## config.mk

```make
export PLATFORM = sky130hd
export DESIGN_NAME = led_blink_multi
export DESIGN_NICKNAME = d
export VERILOG_FILES = /design/src/rtl/led_blink_multi.sv
export SDC_FILE = /design/constraint.sdc
export NUM_CORES = 1
export LEC_CHECK = 0
export CORE_MARGIN = 4
export CORE_UTILIZATION = 66
export DETAILED_ROUTE_END_ITERATION = 7
export PLACE_DENSITY = 0.85
export SLEW_MARGIN = 20
export SYNTH_ARGS = -nofsm -noshare
export SYNTH_HDL_FRONTEND = slang
export SYNTH_SLANG_ARGS = --single-unit
```

## constraint.sdc

```tcl
create_clock -name clk -period 5.6 [get_ports clk]
set_input_delay 0.84 -clock clk [delete_from_list [all_inputs] [get_ports clk]]
set_output_delay 0.84 -clock clk [all_outputs]
set_load 0.01 [all_outputs]
```

## src/rtl/led_blink_multi.sv

```systemverilog
// Multi-channel LED blinker: shared tick prescaler plus per-channel OFF/ON/BLINK/ONESHOT control.
// Define LED_ACTIVE_LOW_EN to invert the led port for current-sinking LEDs.
module led_blink_multi #(
    parameter int unsigned CLK_HZ   = 25000000,
    parameter int unsigned TICK_HZ  = 1000,
    parameter int unsigned CHANNELS = 4,
    parameter int unsigned PERIOD_W = 16
) (
    input  logic                clk,
    input  logic                rst,
    input  logic                cfg_valid,
    output logic                cfg_ready,
    input  logic [3:0]          cfg_ch,
    input  logic [1:0]          cfg_mode,
    input  logic [PERIOD_W-1:0] cfg_half_period,
    output logic                tick,
    output logic [CHANNELS-1:0] busy,
    output logic [CHANNELS-1:0] led
);

    localparam int unsigned DIV   = CLK_HZ / TICK_HZ;
    localparam int unsigned PRE_W = (DIV > 1) ? $clog2(DIV) : 1;
    localparam logic [PRE_W-1:0]    PRE_LAST = PRE_W'(DIV - 1);
    localparam logic [PERIOD_W-1:0] ONE      = PERIOD_W'(1);
`ifdef LED_ACTIVE_LOW_EN
    localparam logic [CHANNELS-1:0] LED_POL = '1;
`else
    localparam logic [CHANNELS-1:0] LED_POL = '0;
`endif

    typedef enum logic [1:0] {
        MODE_OFF     = 2'd0,
        MODE_ON      = 2'd1,
        MODE_BLINK   = 2'd2,
        MODE_ONESHOT = 2'd3
    } mode_t;

    logic [PRE_W-1:0]    pre, pre_n;
    logic                tick_n;
    logic                ready_n;
    logic                accept;
    mode_t               mode   [CHANNELS];
    mode_t               mode_n [CHANNELS];
    logic [PERIOD_W-1:0] cnt    [CHANNELS];
    logic [PERIOD_W-1:0] cnt_n  [CHANNELS];
    logic [PERIOD_W-1:0] hp     [CHANNELS];
    logic [PERIOD_W-1:0] hp_n   [CHANNELS];
    logic [CHANNELS-1:0] lit, lit_n;
    logic [CHANNELS-1:0] busy_n;

    // Logical LED state; the port register holds it with the board polarity applied.
    assign lit = led ^ LED_POL;

    // State registers
    always_ff @(posedge clk) begin
        if (rst) begin
            pre       <= '0;
            tick      <= 1'b0;
            cfg_ready <= 1'b0;
            busy      <= '0;
            led       <= LED_POL;
            for (int i = 0; i < int'(CHANNELS); i++) begin
                mode[i] <= MODE_OFF;
                cnt[i]  <= '0;
                hp[i]   <= '0;
            end
        end else begin
            pre       <= pre_n;
            tick      <= tick_n;
            cfg_ready <= ready_n;
            busy      <= busy_n;
            led       <= lit_n ^ LED_POL;
            for (int i = 0; i < int'(CHANNELS); i++) begin
                mode[i] <= mode_n[i];
                cnt[i]  <= cnt_n[i];
                hp[i]   <= hp_n[i];
            end
        end
    end

    // Next-state: prescaler, handshake and per-channel sequencing
    always_comb begin
        accept  = cfg_valid && cfg_ready;
        pre_n   = (pre == PRE_LAST) ? '0 : pre + PRE_W'(1);
        tick_n  = (pre == PRE_LAST);
        ready_n = !accept;
        lit_n   = lit;
        busy_n  = '0;
        for (int i = 0; i < int'(CHANNELS); i++) begin
            mode_n[i] = mode[i];
            cnt_n[i]  = cnt[i];
            hp_n[i]   = hp[i];
            // A config write to this channel overrides a coincident tick.
            if (accept && (cfg_ch == 4'(i))) begin
                mode_n[i] = mode_t'(cfg_mode);
                cnt_n[i]  = '0;
                hp_n[i]   = (cfg_half_period == '0) ? ONE : cfg_half_period;
                lit_n[i]  = (mode_t'(cfg_mode) != MODE_OFF);
            end else if (tick) begin
                case (mode[i])
                    MODE_BLINK: begin
                        if (cnt[i] == hp[i] - ONE) begin
                            lit_n[i] = !lit[i];
                            cnt_n[i] = '0;
                        end else begin
                            cnt_n[i] = cnt[i] + ONE;
                        end
                    end
                    MODE_ONESHOT: begin
                        if (cnt[i] == hp[i] - ONE) begin
                            lit_n[i]  = 1'b0;
                            mode_n[i] = MODE_OFF;
                            cnt_n[i]  = '0;
                        end else begin
                            cnt_n[i] = cnt[i] + ONE;
                        end
                    end
                    default: begin
                    end
                endcase
            end
            busy_n[i] = (mode_n[i] == MODE_BLINK) || (mode_n[i] == MODE_ONESHOT);
        end
    end

endmodule

```

==> flow_summary.toml <==
[pwr]
power.leakage_uw = 0.00357
swShare_pct = 22.6
power_frac_seq_pct = 47.8
powerDensity_nw_per_um2 = 253
power.switching_uw = 558
p_clk_share_pct = 46.2
power_uw = 2470
pwr-share-comb_pct = 6.0
p_int_uw = 1910
ir_drop_mv = 0.222

[route]
num_vias = 7896
wl_per_cell_um = 16.4
avgViaCountPerCell = 6.14
first_iter_violations = 762
dr.pass1.iters = 5
ant_nets = 0
route.detailed.drc = 0
drt-total-wl_um = 21100

[timing]
rsz0062_at_grt = "no"
drv_slew = 0
whs_ns = 0.467
period_share_pct = 61.7
tns_ns = 0
worstMarginPinSlew_ns = 1.13
max_freq_ghz = 0.289
finClkSkew_ns = 0.00673
fin_crit_ns = 3.46
hold_violations = 0
max_slew_margin_pct = 24.7
setup_viol = 0

[floorplanning]
start_util_pct = 68.7
core_um2 = 12800
die_x_um = 124
num_io_pins = 35
row_count = 41
fp.dieH_um = 124
die_area_um2 = 15300

[global_routing]
grt_first_pass_wirelength_um = 35000
grt_overflow = 0
grt_pass1_vias = 7402
groute.usage.overall_pct = 28.5
antenna_found_initial = 0
grt_start_max_net_pins = 58

[worst_setup_path]
crit_start = "hp[1][0]"
cp.buffers_inverters = 1
cp_top_family = "simple AND/OR/NAND/NOR gates"
worst_path_largest_cell_delay_ns = 0.68
crit_arrival_ns = 3.74
crit_path_cell_trace = "inv_1, ha_1, or4b_1, or4_2, o311ai_1, a31oi_1, a21oi_1, nand4_2, o21ai_2, nor2_1"
r2r_slack_ns = 2.14
start_kind = "flip-flop"
reg2reg_from = "hp[1][0]"
cp-end-kind = "flip-flop"
crit_fanout = 13
crit_cells = 10
cpMaxStageDelayCell = "or4_2"
reg2reg_depth = 10
criticalPathCategory = "flip-flop to flip-flop"
r2r_end = "cnt[1][11]"
critPathRequiredTime_ns = 5.88

[synth]
synthMuxAreaShare_pct = 4.47
synthCells = 1092
syn-cell-area_um2 = 8820
synth_warnings = 0
synthArstFlopShare_pct = 0
synth_fp_nets = 1126
ys_seq_area_share_pct = 36.6
synth-seq-cells = 161
synth_fa_ha_area_share_pct = 1.28
avgSynthCellArea_um2 = 8.07
synth_ff_type = "dfxtp_1"
synth_top_family_by_area = "simple AND/OR/NAND/NOR gates"
synth_enable_flop_cells = 0
synth_compound_area_share_pct = 10.7
yosys.area_share.simple_pct = 30.7
ys_types = 68
synth_xor_area_share_pct = 13.2

[min_path]
min_from = "pre[0]"
whs_endpoint = "pre[0]"
hold_depth = 1
hold_path_class = "flip-flop to flip-flop"

[cells_and_area]
fillers = 920
diodes = 0
drive_above_1_share_pct = 5.38
final_nets = 1137
area_delta_synth_final_pct = 10.8

[clocking]
cts_resized = 0
postCtsSetupBuffers = 0
cts_buffer_depth = 2
cts_root_buf = "clkbuf_16"
cts_sinks = 161
cts_max_level = 4
worst_skew_pair.late_latency_ns = 0.42
hold_buffers = 0
cts_tree = "yes"
cts_buffers = 17
path_clk_slew_ns = 0.06

[run_status]
outcome = "finished clean"

[place]
gp_congestion = 0.921
hpwl_um = 14500
port_buffers = 34

[run]
max_cap_viol_count = 0
flip-flops by register name (all words and copies together), names as in the netlist:
signal     count
hp            64
cnt           64
tick           1
pre           15
mode           8
busy           4
cfg_ready      1
led            4
cells by family after synthesis:
kind of cell,count (synthesis)
AOI/OAI and AO/OA,143
adders and majority gates,9
and+or+nand+nor,546
DFF,161
muxes,39
buffers and inverters,61
xor gates and xnor gates,133
final cells by class:
class	count	area, um^2	area share, %
clock inverter	10	110	1.13
inverter	18	67.6	0.692
timing repair buffer	35	343	3.51
tap	172	215	2.20
clock buffer	21	470	4.82
sequential	161	3220	33.0
multi-input combinational	870	5340	54.6
power by group through the flow:
stage          clock (uW)  sequential, uW  combinational [uW]
3_5_place_dp            0            1200                 144
2_1_floorplan           0            1200                88.5
4_1_cts              1150            1180                 146
3_3_place_gp            0            1200                 141
5_1_grt              1210            1180                 161
6_report             1140            1180                 149
cells in the mapped netlist, types with 18 or more instances:
| cell | instances | area (um^2) |
|---|---|---|
| nand3_1 | 40 | 200 |
| xnor2_1 | 72 | 631 |
| nor3_1 | 32 | 160 |
| dfxtp_1 | 161 | 3220 |
| inv_1 | 18 | 67.6 |
| nor2_1 | 163 | 612 |
| nand2_1 | 148 | 556 |
| xor2_1 | 61 | 534 |
| a21oi_1 | 59 | 295 |
| nand4_1 | 22 | 138 |
| mux2i_1 | 36 | 360 |
| or3_1 | 20 | 125 |
| clkbuf_1 | 28 | 105 |
how the worst max path moves through the flow:
stage,end,slack (ns)
finish,cnt[1][11],2.14
global route,cnt[1][7],1.85
CTS,cnt[1][5],2.20
detailed placement,mode[2][0],1.88
global placement,mode[2][0],1.96
floorplan,cnt[1][10],2.74
metrics by stage:
stage                     instances  setup WS [ns]  area [um^2]  util [%]
after floorplan                1092           2.74         8820         -
after global placement         1256           1.96         9180      71.6
after detailed placement       1256           1.88         9180      71.6
after CTS                      1287           2.20         9760      76.1
after global routing           1287           1.85         9760      76.1
final                          1287           2.14         9760      76.1
metal layers:
metal / share of wire, % / up-vias / global-route usage (%)
met4: 2.3 / 0 / 9.00
met2: 46 / 284 / 47.0
met5: 0 / - / 0
li1: - / 3847 / -
met1: 44 / 3710 / 37.2
met3: 7.4 / 55 / 6.86
layout by cell type (no fill, tap or decap), types with 5 or more instances in the layout:
cell type,instances
a211oi_1,7
a21oi_1,59
a31oi_1,16
and2_1,7
and3_1,13
clkbuf_16,17
clkdlybuf4s50_1,33
clkinv_2,5
dfxtp_1,161
ha_1,9
inv_1,18
mux2i_1,36
nand2_1,148
nand2b_1,10
nand3_1,40
nand3b_1,6
nand4_1,22
nor2_1,162
nor2b_1,12
nor3_1,31
nor4_1,16
nor4b_1,5
o211ai_1,10
o21ai_0,10
o22ai_1,6
or3_1,20
or4_1,12
or4b_1,6
xnor2_1,72
xor2_1,61
Note: power is estimated with default switching activity, not from simulation.
==> RTL edit: new RTL, config.mk and constraints unchanged <==
Build with the macro `LED_ACTIVE_LOW_EN` defined.
--- a/src/rtl/led_blink_multi.sv
+++ b/src/rtl/led_blink_multi.sv
@@ -1,5 +1,7 @@
 // Multi-channel LED blinker: shared tick prescaler plus per-channel OFF/ON/BLINK/ONESHOT control.
 // Define LED_ACTIVE_LOW_EN to invert the led port for current-sinking LEDs.
+`define LED_ACTIVE_LOW_EN
+
 module led_blink_multi #(
     parameter int unsigned CLK_HZ   = 25000000,
     parameter int unsigned TICK_HZ  = 1000,
Function: changed (a bounded check fails within 4 cycles, from zero or initial values and one cycle with rst high).
==> RTL edit against the original RTL <==
  * Sequential cell count unchanged
  * Worst setup slack lost 300 ps
  * Final area rose by 1.5%
  * Critical path depth rose by 1
  * Power rose by 1.4%
  * Count of clock-buffer cells in the layout is 3 lower
  * Wire length rose by 4.2%
  * Synthesized area grew 2.1%
  * Largest power group unchanged
==> RTL edit: results (changes against the original RTL) <==
{| class="wikitable"
! Metric !! Value
|-
| CP Max Fanout || 8 (was 13)
|-
| Fin Clk Skew || 6.80 ps (was 6.73 ps)
|-
| Clock latency of the later-clocked register in the worst-skew pair || 440 ps (was 420 ps)
|-
| Worst hold path startpoint || pre[0] (unchanged)
|-
| Most instantiated cells after synthesis || 161 x sky130_fd_sc_hd__dfxtp_1, 143 x sky130_fd_sc_hd__nand2_1, 120 x sky130_fd_sc_hd__nor2_1 (was 163 x sky130_fd_sc_hd__nor2_1, 161 x sky130_fd_sc_hd__dfxtp_1, 148 x sky130_fd_sc_hd__nand2_1)
|-
| Setup crit start || hp[2][0] (was hp[1][0])
|-
| LEAKAGE || 3.45 nW (was 3.57 nW)
|-
| Clock Tree Root || sky130_fd_sc_hd__clkbuf_16 (unchanged)
|-
| Area after detailed placement || 9310 um^2 (was 9180 um^2)
|-
| Iteration-0 DRC Markers || 765 (was 762)
|-
| Largest net degree at the start of global routing || 48 (was 58)
|-
| Sequential element share of the synthesized area || 35.8% (was 36.6%)
|-
| Adder-Cell Fraction of Synth Area || 1.81% (was 1.28%)
|-
| Overall fraction of global-route tracks in use || 28.5% (about the same)
|-
| Post-DP HPWL || 15400 um (was 14500 um)
|-
| Data arrival time of the worst path || 4090 ps (was 3740 ps)
|-
| Antenna Diode Count || 0 (unchanged)
|-
| Status || complete, no violations (unchanged)
|-
| Routed wire per std cell || 16.7 um (was 16.4 um)
|-
| Count of pins over their slew limit || 0 (unchanged)
|-
| Synthesized netlist net count || 1166 (was 1126)
|-
| Number of warnings reported in the yosys synthesis log || 0 (unchanged)
|-
| Max clock buf depth || 2 (unchanged)
|-
| Number of library cell types mapped by synthesis || 85 (was 68)
|-
| RePlAce Congestion || 0.889 (was 0.921)
|-
| Maximum VDD drop || 0.000255 V (was 0.000222 V)
|-
| Xor and xnor area share after synthesis || 13.3% (was 13.2%)
|-
| Layout cells sized above 1 || 6.25% (was 5.38%)
|-
| Compound-Gate Fraction of Synth Area || 12.1% (was 10.7%)
|-
| Setup Slack @ Placement || 1930 ps (was 1880 ps)
|-
| Slew at the pin closest to its max-slew limit || 913 ps (was 1130 ps)
|-
| Layout net count || 1161 (was 1137)
|-
| Post_cts resized || 0 (unchanged)
|-
| Type of the worst setup path || flop to flop (unchanged)
|-
| Mux share of post-synthesis cell area || 2.95% (was 4.47%)
|-
| Synth area leaders || sky130_fd_sc_hd__dfxtp_1 36%, sky130_fd_sc_hd__xnor2_1 8.4%, sky130_fd_sc_hd__nand2_1 6.0% (was sky130_fd_sc_hd__dfxtp_1 37%, sky130_fd_sc_hd__xnor2_1 7.2%, sky130_fd_sc_hd__nor2_1 6.9%)
|-
| Initial antenna violation count || 0 (unchanged)
|-
| Wire length of the first global-routing pass || 36800 um (was 35000 um)
|-
| Vias || 8054 (was 7896)
|-
| Number of global-route vias before repair || 7650 (was 7402)
|-
| Min Tclk post-route || 3760 ps (was 3460 ps)
|}
==> RTL edit: cell families after synthesis <==
group / Yosys count
flops: 161
mux: 26
fa+ha+maj: 13
simple gates: 527
compound gates: 166
xor+xnor: 137
buf+inv: 98
==> RTL edit: critical path, cell delays in order, from the launching register on <==
cell                       delay (ps)
sky130_fd_sc_hd__dfxtp_1          380
sky130_fd_sc_hd__nor4_2           600
sky130_fd_sc_hd__nand3_1          270
sky130_fd_sc_hd__nor3_1           290
sky130_fd_sc_hd__a21oi_1           60
sky130_fd_sc_hd__mux2_2           320
sky130_fd_sc_hd__or3_1            340
sky130_fd_sc_hd__or4b_1           530
sky130_fd_sc_hd__ha_1             290
sky130_fd_sc_hd__o211ai_1         170
sky130_fd_sc_hd__o21ai_0          110
sky130_fd_sc_hd__a211o_1          290
==> RTL edit: cell type report <==
class,count,area [um^2]
multi-input combinational,869,5370
sequential,161,3220
clock inverter,14,155
inverter,34,128
timing repair buffer,40,380
clock buffer,18,439
tap,176,220
fill,999,3380
==> RTL edit: report_power, final <==
part / total, W / switching (W) / internal, W
Combinational: 0.000151 / 0.0000883 / 0.0000627
Clock: 0.00117 / 0.000497 / 0.000674
Sequential: 0.00118 / 0.0000200 / 0.00116
==> RTL edit: worst paths after layout <==
path                                to  slack (ps)  depth (start not counted)
worst min-delay path            pre[0]         450                          1
worst max register to register    flop        1840                         11
worst max-delay path              flop        1840                         11
worst min register to register  pre[0]         450                          1
==> RTL edit: per-stage QoR <==
step,instances,utilization (%),total power [W]
detailed placement,1280,70.0,0.00135
global placement,1280,70.0,0.00135
finish,1312,74.6,0.00250
CTS,1312,74.5,0.00251
floorplan,1128,-,0.00129
global route,1312,74.6,0.00258
==> RTL edit: routing by layer <==
layer  vias to the layer above  global-route usage (%)  wire [um]  share of wire, %
met3                        71                    5.32       1270               5.8
met5                         -                       0          0                 0
met2                       249                    45.7      10200                46
li1                       3950                       -          -                 -
met1                      3784                    37.3       9710                44
met4                         0                    13.0        806               3.7
